File: config.mk
export PLATFORM = sky130hd
export DESIGN_NAME = ndn_mcu_spi_rx
export DESIGN_NICKNAME = d
export VERILOG_FILES = /design/src/rtl/ndn_mcu_spi_rx.sv
export SDC_FILE = /design/constraint.sdc
export NUM_CORES = 1
export LEC_CHECK = 0
export BUFFER_PORTS_ARGS = -buffer_cell sky130_fd_sc_hd__buf_2
export CAP_MARGIN = 15
export CORE_UTILIZATION = 63
export DETAILED_ROUTE_END_ITERATION = 10
export HOLD_SLACK_MARGIN = 0.15
export PLACE_DENSITY_LB_ADDON = 0.12
export SLEW_MARGIN = 20
export SYNTH_ARGS = -nofsm -noshare
export SYNTH_HDL_FRONTEND = slang
export SYNTH_SLANG_ARGS = --single-unit
File: constraint.sdc
create_clock -name clk -period 18 [get_ports clk]
set_input_delay 3.6 -clock clk [delete_from_list [all_inputs] [get_ports clk]]
set_output_delay 3.6 -clock clk [all_outputs]
set_load 0.05 [all_outputs]
File: src/rtl/ndn_mcu_spi_rx.sv
// SPI-slave frame receiver: deserialises MCU Interest/Data frames into parallel
// prefix/content fields and hands them to the router over valid/ready.
module ndn_mcu_spi_rx #(
    parameter int unsigned PREFIX_BYTES  = 8,
    parameter int unsigned CONTENT_BYTES = 8
) (
    input  logic                       clk,
    input  logic                       rst,
    input  logic                       sclk_from_mcu,
    input  logic                       cs_from_mcu,
    input  logic                       mosi_from_mcu,
    output logic                       miso_to_mcu,
    output logic                       pkt_valid,
    input  logic                       pkt_ready,
    output logic                       pkt_is_data,
    output logic [8*PREFIX_BYTES-1:0]  prefix,
    output logic [3:0]                 prefix_len,
    output logic [8*CONTENT_BYTES-1:0] content,
    output logic [7:0]                 content_len,
    output logic                       err,
    output logic [2:0]                 err_code
);

    localparam int unsigned PFX_W   = 8 * PREFIX_BYTES;
    localparam int unsigned CNT_W   = 8 * CONTENT_BYTES;
    localparam logic [7:0]  PFX_MAX = 8'(PREFIX_BYTES);
    localparam logic [7:0]  CNT_MAX = 8'(CONTENT_BYTES);

    localparam logic [2:0] S_WAIT_CS = 3'd0;
    localparam logic [2:0] S_IDLE    = 3'd1;
    localparam logic [2:0] S_HDR     = 3'd2;
    localparam logic [2:0] S_PREFIX  = 3'd3;
    localparam logic [2:0] S_CLEN    = 3'd4;
    localparam logic [2:0] S_CONTENT = 3'd5;
    localparam logic [2:0] S_DROP    = 3'd6;
    localparam logic [2:0] S_DONE    = 3'd7;

    localparam logic [2:0] E_TYPE    = 3'd1;
    localparam logic [2:0] E_LEN     = 3'd2;
    localparam logic [2:0] E_TRUNC   = 3'd3;
    localparam logic [2:0] E_OVERRUN = 3'd4;

    // synchroniser / edge-detect stages
    logic r_sclk_s1, r_sclk_s2, r_sclk_s3;
    logic r_cs_s1, r_cs_s2, r_cs_s3;
    logic r_mosi_s1, r_mosi_s2;

    // frame assembly state
    logic [2:0]       r_state;
    logic [2:0]       r_bit_cnt;
    logic [7:0]       r_byte_cnt;
    logic [6:0]       r_shift;
    logic             r_is_data;
    logic [3:0]       r_n;
    logic [7:0]       r_m;
    logic [PFX_W-1:0] r_pfx_buf;
    logic [CNT_W-1:0] r_cnt_buf;

    // registered packet outputs
    logic             r_pkt_valid;
    logic             r_miso;
    logic             r_pkt_is_data;
    logic [PFX_W-1:0] r_prefix;
    logic [3:0]       r_prefix_len;
    logic [CNT_W-1:0] r_content;
    logic [7:0]       r_content_len;
    logic             r_err;
    logic [2:0]       r_err_code;

    // next-state values
    logic [2:0]       w_state_nx;
    logic [2:0]       w_bit_cnt_nx;
    logic [7:0]       w_byte_cnt_nx;
    logic [6:0]       w_shift_nx;
    logic             w_is_data_nx;
    logic [3:0]       w_n_nx;
    logic [7:0]       w_m_nx;
    logic [PFX_W-1:0] w_pfx_buf_nx;
    logic [CNT_W-1:0] w_cnt_buf_nx;
    logic             w_valid_nx;
    logic             w_miso_nx;
    logic             w_out_data_nx;
    logic [PFX_W-1:0] w_prefix_nx;
    logic [3:0]       w_plen_nx;
    logic [CNT_W-1:0] w_content_nx;
    logic [7:0]       w_clen_nx;
    logic             w_err_nx;
    logic [2:0]       w_err_code_nx;
    logic             w_commit;
    logic [7:0]       w_byte_inc;

    logic       w_sclk_rise;
    logic       w_cs_fall;
    logic       w_cs_rise;
    logic       w_byte_done;
    logic [7:0] w_byte;

    assign w_sclk_rise = r_sclk_s2 & ~r_sclk_s3;
    assign w_cs_fall   = ~r_cs_s2 & r_cs_s3;
    assign w_cs_rise   = r_cs_s2 & ~r_cs_s3;
    assign w_byte_done = w_sclk_rise && (r_bit_cnt == 3'd7);
    assign w_byte      = {r_shift, r_mosi_s2};

    // Two-flop synchronisers plus a third sclk/cs stage for edge detection.
    // cs stages reset low so a frame already in progress never looks like a fresh cs fall.
    always_ff @(posedge clk or posedge rst) begin
        if (rst) begin
            r_sclk_s1 <= 1'b0;
            r_sclk_s2 <= 1'b0;
            r_sclk_s3 <= 1'b0;
            r_cs_s1   <= 1'b0;
            r_cs_s2   <= 1'b0;
            r_cs_s3   <= 1'b0;
            r_mosi_s1 <= 1'b0;
            r_mosi_s2 <= 1'b0;
        end else begin
            r_sclk_s1 <= sclk_from_mcu;
            r_sclk_s2 <= r_sclk_s1;
            r_sclk_s3 <= r_sclk_s2;
            r_cs_s1   <= cs_from_mcu;
            r_cs_s2   <= r_cs_s1;
            r_cs_s3   <= r_cs_s2;
            r_mosi_s1 <= mosi_from_mcu;
            r_mosi_s2 <= r_mosi_s1;
        end
    end

    // Next-state and output logic; commit uses the buffers including the byte landing this cycle.
    always_comb begin
        w_state_nx    = r_state;
        w_bit_cnt_nx  = r_bit_cnt;
        w_byte_cnt_nx = r_byte_cnt;
        w_shift_nx    = r_shift;
        w_is_data_nx  = r_is_data;
        w_n_nx        = r_n;
        w_m_nx        = r_m;
        w_pfx_buf_nx  = r_pfx_buf;
        w_cnt_buf_nx  = r_cnt_buf;
        w_valid_nx    = r_pkt_valid;
        w_miso_nx     = r_miso;
        w_out_data_nx = r_pkt_is_data;
        w_prefix_nx   = r_prefix;
        w_plen_nx     = r_prefix_len;
        w_content_nx  = r_content;
        w_clen_nx     = r_content_len;
        w_err_nx      = 1'b0;
        w_err_code_nx = r_err_code;
        w_commit      = 1'b0;
        w_byte_inc    = r_byte_cnt + 8'd1;

        if (r_pkt_valid && pkt_ready) begin
            w_valid_nx = 1'b0;
            w_miso_nx  = 1'b0;
        end

        if (w_sclk_rise) begin
            w_shift_nx   = {r_shift[5:0], r_mosi_s2};
            w_bit_cnt_nx = r_bit_cnt + 3'd1;
        end

        case (r_state)
            S_WAIT_CS: begin
                if (r_cs_s2) begin
                    w_state_nx = S_IDLE;
                end
            end
            S_IDLE: begin
                if (w_cs_fall) begin
                    if (r_pkt_valid && !pkt_ready) begin
                        w_state_nx    = S_DROP;
                        w_err_nx      = 1'b1;
                        w_err_code_nx = E_OVERRUN;
                    end else begin
                        w_state_nx    = S_HDR;
                        w_bit_cnt_nx  = 3'd0;
                        w_byte_cnt_nx = 8'd0;
                        w_m_nx        = 8'd0;
                        w_pfx_buf_nx  = '0;
                        w_cnt_buf_nx  = '0;
                    end
                end
            end
            S_HDR: begin
                if (w_cs_rise) begin
                    w_state_nx    = S_IDLE;
                    w_err_nx      = 1'b1;
                    w_err_code_nx = E_TRUNC;
                end else if (w_byte_done) begin
                    w_is_data_nx  = w_byte[7];
                    w_n_nx        = w_byte[3:0];
                    w_byte_cnt_nx = 8'd0;
                    if (w_byte[7] == w_byte[6]) begin
                        w_state_nx    = S_DROP;
                        w_err_nx      = 1'b1;
                        w_err_code_nx = E_TYPE;
                    end else if ((w_byte[3:0] == 4'd0) || (8'(w_byte[3:0]) > PFX_MAX)) begin
                        w_state_nx    = S_DROP;
                        w_err_nx      = 1'b1;
                        w_err_code_nx = E_LEN;
                    end else begin
                        w_state_nx = S_PREFIX;
                    end
                end
            end
            S_PREFIX: begin
                if (w_cs_rise) begin
                    w_state_nx    = S_IDLE;
                    w_err_nx      = 1'b1;
                    w_err_code_nx = E_TRUNC;
                end else if (w_byte_done) begin
                    for (int i = 0; i < int'(PREFIX_BYTES); i++) begin
                        if (r_byte_cnt == 8'(i)) begin
                            w_pfx_buf_nx[PFX_W-1-8*i -: 8] = w_byte;
                        end
                    end
                    w_byte_cnt_nx = w_byte_inc;
                    if (w_byte_inc == 8'(r_n)) begin
                        if (r_is_data) begin
                            w_state_nx = S_CLEN;
                        end else begin
                            w_commit = 1'b1;
                        end
                    end
                end
            end
            S_CLEN: begin
                if (w_cs_rise) begin
                    w_state_nx    = S_IDLE;
                    w_err_nx      = 1'b1;
                    w_err_code_nx = E_TRUNC;
                end else if (w_byte_done) begin
                    w_m_nx        = w_byte;
                    w_byte_cnt_nx = 8'd0;
                    if (w_byte > CNT_MAX) begin
                        w_state_nx    = S_DROP;
                        w_err_nx      = 1'b1;
                        w_err_code_nx = E_LEN;
                    end else if (w_byte == 8'd0) begin
                        w_commit = 1'b1;
                    end else begin
                        w_state_nx = S_CONTENT;
                    end
                end
            end
            S_CONTENT: begin
                if (w_cs_rise) begin
                    w_state_nx    = S_IDLE;
                    w_err_nx      = 1'b1;
                    w_err_code_nx = E_TRUNC;
                end else if (w_byte_done) begin
                    for (int i = 0; i < int'(CONTENT_BYTES); i++) begin
                        if (r_byte_cnt == 8'(i)) begin
                            w_cnt_buf_nx[CNT_W-1-8*i -: 8] = w_byte;
                        end
                    end
                    w_byte_cnt_nx = w_byte_inc;
                    if (w_byte_inc == r_m) begin
                        w_commit = 1'b1;
                    end
                end
            end
            S_DROP, S_DONE: begin
                if (w_cs_rise) begin
                    w_state_nx = S_IDLE;
                end
            end
            default: begin
                w_state_nx = S_WAIT_CS;
            end
        endcase

        if (w_commit) begin
            w_state_nx    = S_DONE;
            w_valid_nx    = 1'b1;
            w_miso_nx     = 1'b1;
            w_out_data_nx = r_is_data;
            w_prefix_nx   = w_pfx_buf_nx;
            w_plen_nx     = r_n;
            w_content_nx  = w_cnt_buf_nx;
            w_clen_nx     = w_m_nx;
        end
    end

    // State, datapath and output registers.
    always_ff @(posedge clk or posedge rst) begin
        if (rst) begin
            r_state       <= S_WAIT_CS;
            r_bit_cnt     <= 3'd0;
            r_byte_cnt    <= 8'd0;
            r_shift       <= 7'd0;
            r_is_data     <= 1'b0;
            r_n           <= 4'd0;
            r_m           <= 8'd0;
            r_pfx_buf     <= '0;
            r_cnt_buf     <= '0;
            r_pkt_valid   <= 1'b0;
            r_miso        <= 1'b0;
            r_pkt_is_data <= 1'b0;
            r_prefix      <= '0;
            r_prefix_len  <= 4'd0;
            r_content     <= '0;
            r_content_len <= 8'd0;
            r_err         <= 1'b0;
            r_err_code    <= 3'd0;
        end else begin
            r_state       <= w_state_nx;
            r_bit_cnt     <= w_bit_cnt_nx;
            r_byte_cnt    <= w_byte_cnt_nx;
            r_shift       <= w_shift_nx;
            r_is_data     <= w_is_data_nx;
            r_n           <= w_n_nx;
            r_m           <= w_m_nx;
            r_pfx_buf     <= w_pfx_buf_nx;
            r_cnt_buf     <= w_cnt_buf_nx;
            r_pkt_valid   <= w_valid_nx;
            r_miso        <= w_miso_nx;
            r_pkt_is_data <= w_out_data_nx;
            r_prefix      <= w_prefix_nx;
            r_prefix_len  <= w_plen_nx;
            r_content     <= w_content_nx;
            r_content_len <= w_clen_nx;
            r_err         <= w_err_nx;
            r_err_code    <= w_err_code_nx;
        end
    end

    assign miso_to_mcu = r_miso;
    assign pkt_valid   = r_pkt_valid;
    assign pkt_is_data = r_pkt_is_data;
    assign prefix      = r_prefix;
    assign prefix_len  = r_prefix_len;
    assign content     = r_content;
    assign content_len = r_content_len;
    assign err         = r_err;
    assign err_code    = r_err_code;

endmodule

==> impl_metrics.py <==
metrics = {
    "status": {
        "outcome": "completed",
    },
    "global_route": {
        "antenna_found_initial": 0,
        "met2_usage": 0.453,
        "grt_busiest_layer": "met2",
        "grt_max_degree": 153,
        "track_usage": 0.289,
        "gr-usage-met1": 0.417,
        "grt_pass1_wl_um": 47300,
        "grt_overflow": 0,
        "met3_usage": 0.0495,
        "grt_pass1_vias": 8209,
    },
    "finish": {
        "fin_cells": 1365,
        "antenna_cells": 0,
        "final_util": 0.743,
        "final-seq-area_mm2": 0.00791,
        "multi_input_area_mm2": 0.00471,
        "post-route-cell-area_mm2": 0.0150,
        "fillers": 1304,
        "area_growth_pct": 15.9,
        "final_nets": 1086,
        "drive_above_1_share": 0.352,
    },
    "place": {
        "dp_cells": 1305,
        "dp_hpwl_um": 17800,
        "post-place-ws_ns": 12.36,
        "port_buffers": 152,
        "place_area_mm2": 0.0138,
        "gp_congestion": 0.911,
    },
    "critical_path": {
        "r2r-start": "r_state[1]",
        "cp.depth": 7,
        "slowest_delay_ns": 0.35,
        "cp_cell_sequence": "buf_2, nand2b_1, and3b_1, o21a_1, o21ai_1, a22o_1, mux2_2",
        "end_kind": "flop",
        "start_kind": "input pin",
        "crit_arrival_ns": 5.41,
        "cp.buffers_inverters": 1,
        "rr_endpoint": "prefix[61]",
        "crit_fanout": 8,
        "cp.required_ns": 18.39,
        "path_class": "input pin to flop",
        "rr_worst_depth": 6,
        "crit_family": "compound AO/OA/AOI/OAI gates",
        "r2r_setup_slack_ns": 13.80,
        "cp_slowest_cell": "o21a_1",
    },
    "sta": {
        "fmax_mhz": 199,
        "fin_crit_ns": 5.03,
        "fin_crit_sh": 0.279,
        "tightest_slew_ns": 1.15,
        "slew-limit-headroom": 0.233,
        "hold_ws_ns": 0.350,
        "setup_tns_ns": 0,
        "setup_slack_ns": 12.97,
        "slew_violations": 0,
        "setup_viol": 0,
        "hold_viol": 0,
        "rsz0062_at_grt": "false",
        "finClkSkew_ns": 0.0207,
    },
    "routing": {
        "vias": 8289,
        "routed_wl_um": 29700,
        "drt-wirelength-per-cell_um": 21.8,
        "via_per_inst": 6.07,
        "drtIter0Drc": 466,
        "firstDrtPassIters": 7,
        "post-route-drc-count": 0,
        "ant_nets": 0,
    },
    "hold_path": {
        "worstHoldPathCells": 0,
        "min_to": "r_cs_s2",
        "hp-start": "r_cs_s1",
        "min-delay-path-class": "flop to flop",
    },
    "yosys": {
        "synth_edf_count": 0,
        "seq_area_frac_synth": 0.609,
        "syn_inst": 929,
        "synth-seq-cells": 316,
        "synthTopCellsByArea": "dfrtp_1, a22o_1, mux2_2",
        "yosys_warnings": 0,
        "syn-num-nets": 943,
        "postSynth.asyncResetShare": 1.00,
        "synth_top_area_cell": "dfrtp_1",
        "netlist-cell-type-count": 63,
        "syn_avg_cell_area_um2": 14.0,
        "ys.flop_type": "dfrtp_1",
        "syn-cell-area_mm2": 0.0130,
        "yosys.area.top_type_share": 0.609,
    },
    "power_and_ir_drop": {
        "power_frac_comb": 0.193,
        "seq_power_share": 0.428,
        "p_int_mw": 1.30,
        "total_power_mw": 1.90,
        "p_per_area_mw_per_mm2": 126,
        "p_switching_uw": 594,
        "p_sw_frac": 0.313,
        "vdd_drop_max_uv": 83.3,
        "clkPwrFrac": 0.379,
        "p_leak_nw": 7.67,
    },
    "clock_tree": {
        "cts_resized": 0,
        "cts_tree": "built",
        "numCtsBuffers": 34,
        "htreeDepth": 2,
        "clk_latency_ns": 0.51,
        "clkSinkCount": 316,
        "postCtsSetupBuffers": 0,
        "path_clk_slew_ns": 0.06,
        "clockRootBuffer": "clkbuf_16",
        "cts_buffer_depth": 3,
        "cts_hold_buf": 0,
    },
    "job": {
        "maxCapViolations": 0,
    },
    "die": {
        "initial_utilization": 0.642,
        "rows": 52,
        "die_x_um": 146,
        "coreArea_mm2": 0.0202,
        "io_pins": 153,
        "fp.dieH_um": 146,
        "die-area_mm2": 0.0212,
    },
}
[Yosys cell counts, drive strengths merged, types with 6 or more instances]
cell type  instances
nand3             11
nor2b             11
ha                 8
nand3b             6
nand2             35
mux2i              6
clkbuf            29
mux2             152
o21ai             44
nor2              37
buf               28
dfrtp            316
a21oi             10
xnor2             10
a22o             129
and3b              7
inv               10
nand2b             9
[sequential cells by signal, summed over array words and instances (netlist names), 3 cells and up]
name,cells
r_state,3
r_m,8
content_len,8
r_bit_cnt,3
content,64
r_n,4
r_shift,7
r_pfx_buf,64
r_cnt_buf,64
err_code,3
prefix_len,4
prefix,64
r_byte_cnt,8
[cell usage in the layout, fill, tap and decap left out, drive strengths merged, types with 10 or more instances in the layout]
cell    instances
dfrtp         316
buf           164
mux2          152
a22o          129
o21ai          44
clkbuf         42
nor2           37
nand2          35
nor2b          11
nand3          11
inv            11
xnor2          10
a21oi          10
[worst register-to-register path, cell delays in order (launching register included)]
cell and delay (ns):
dfrtp_1 0.64, nor2b_1 0.36, nand2_1 0.48, a2111oi_1 0.69, a221o_4 0.57, buf_4 0.88, mux2_2 0.48
[cells by family after synthesis]
family                   count (synthesis)  synth area share
AO/OA/AOI/OAI                          218             0.131
XOR/XNOR                                15            0.0101
adder cells (fa/ha/maj)                  8           0.00771
buffers and inverters                   67            0.0288
flip-flops                             316             0.609
multiplexers                           158             0.153
AND/OR/NAND/NOR                        147            0.0608
[power groups by stage]
stage               logic, mW  registers (mW)  clock network, mW
finish                  0.366           0.812              0.718
CTS                     0.363           0.811              0.728
global placement        0.356           0.822                  0
floorplan               0.277           0.797                  0
global route            0.399           0.818              0.755
detailed placement      0.360           0.822                  0
[worst max path at each step]
stage,to,slack (ns),from
floorplan,content[0],5.66,rst
global placement,prefix[38],12.37,rst
detailed placement,content[59],12.36,rst
CTS,prefix[35],12.88,rst
global route,prefix[20],12.84,pkt_ready
finish,prefix[61],12.97,pkt_ready
[area by class of cell]
class	count	area share
Timing Repair Buffer	164	0.0581
Tap cell	270	0.0225
Clock buffer	42	0.0620
Inverter	10	0.00333
Clock inverter	17	0.0150
Multi-Input combinational cell	546	0.313
Sequential cell	316	0.526
[layer usage]
layer | up-vias | wire length [µm]
met5 | - | 0
met1 | 4284 | 13100
li1 | 3704 | -
met4 | 0 | 597
met3 | 44 | 1670
met2 | 257 | 14300
Note: power is estimated with default switching activity, not from simulation.
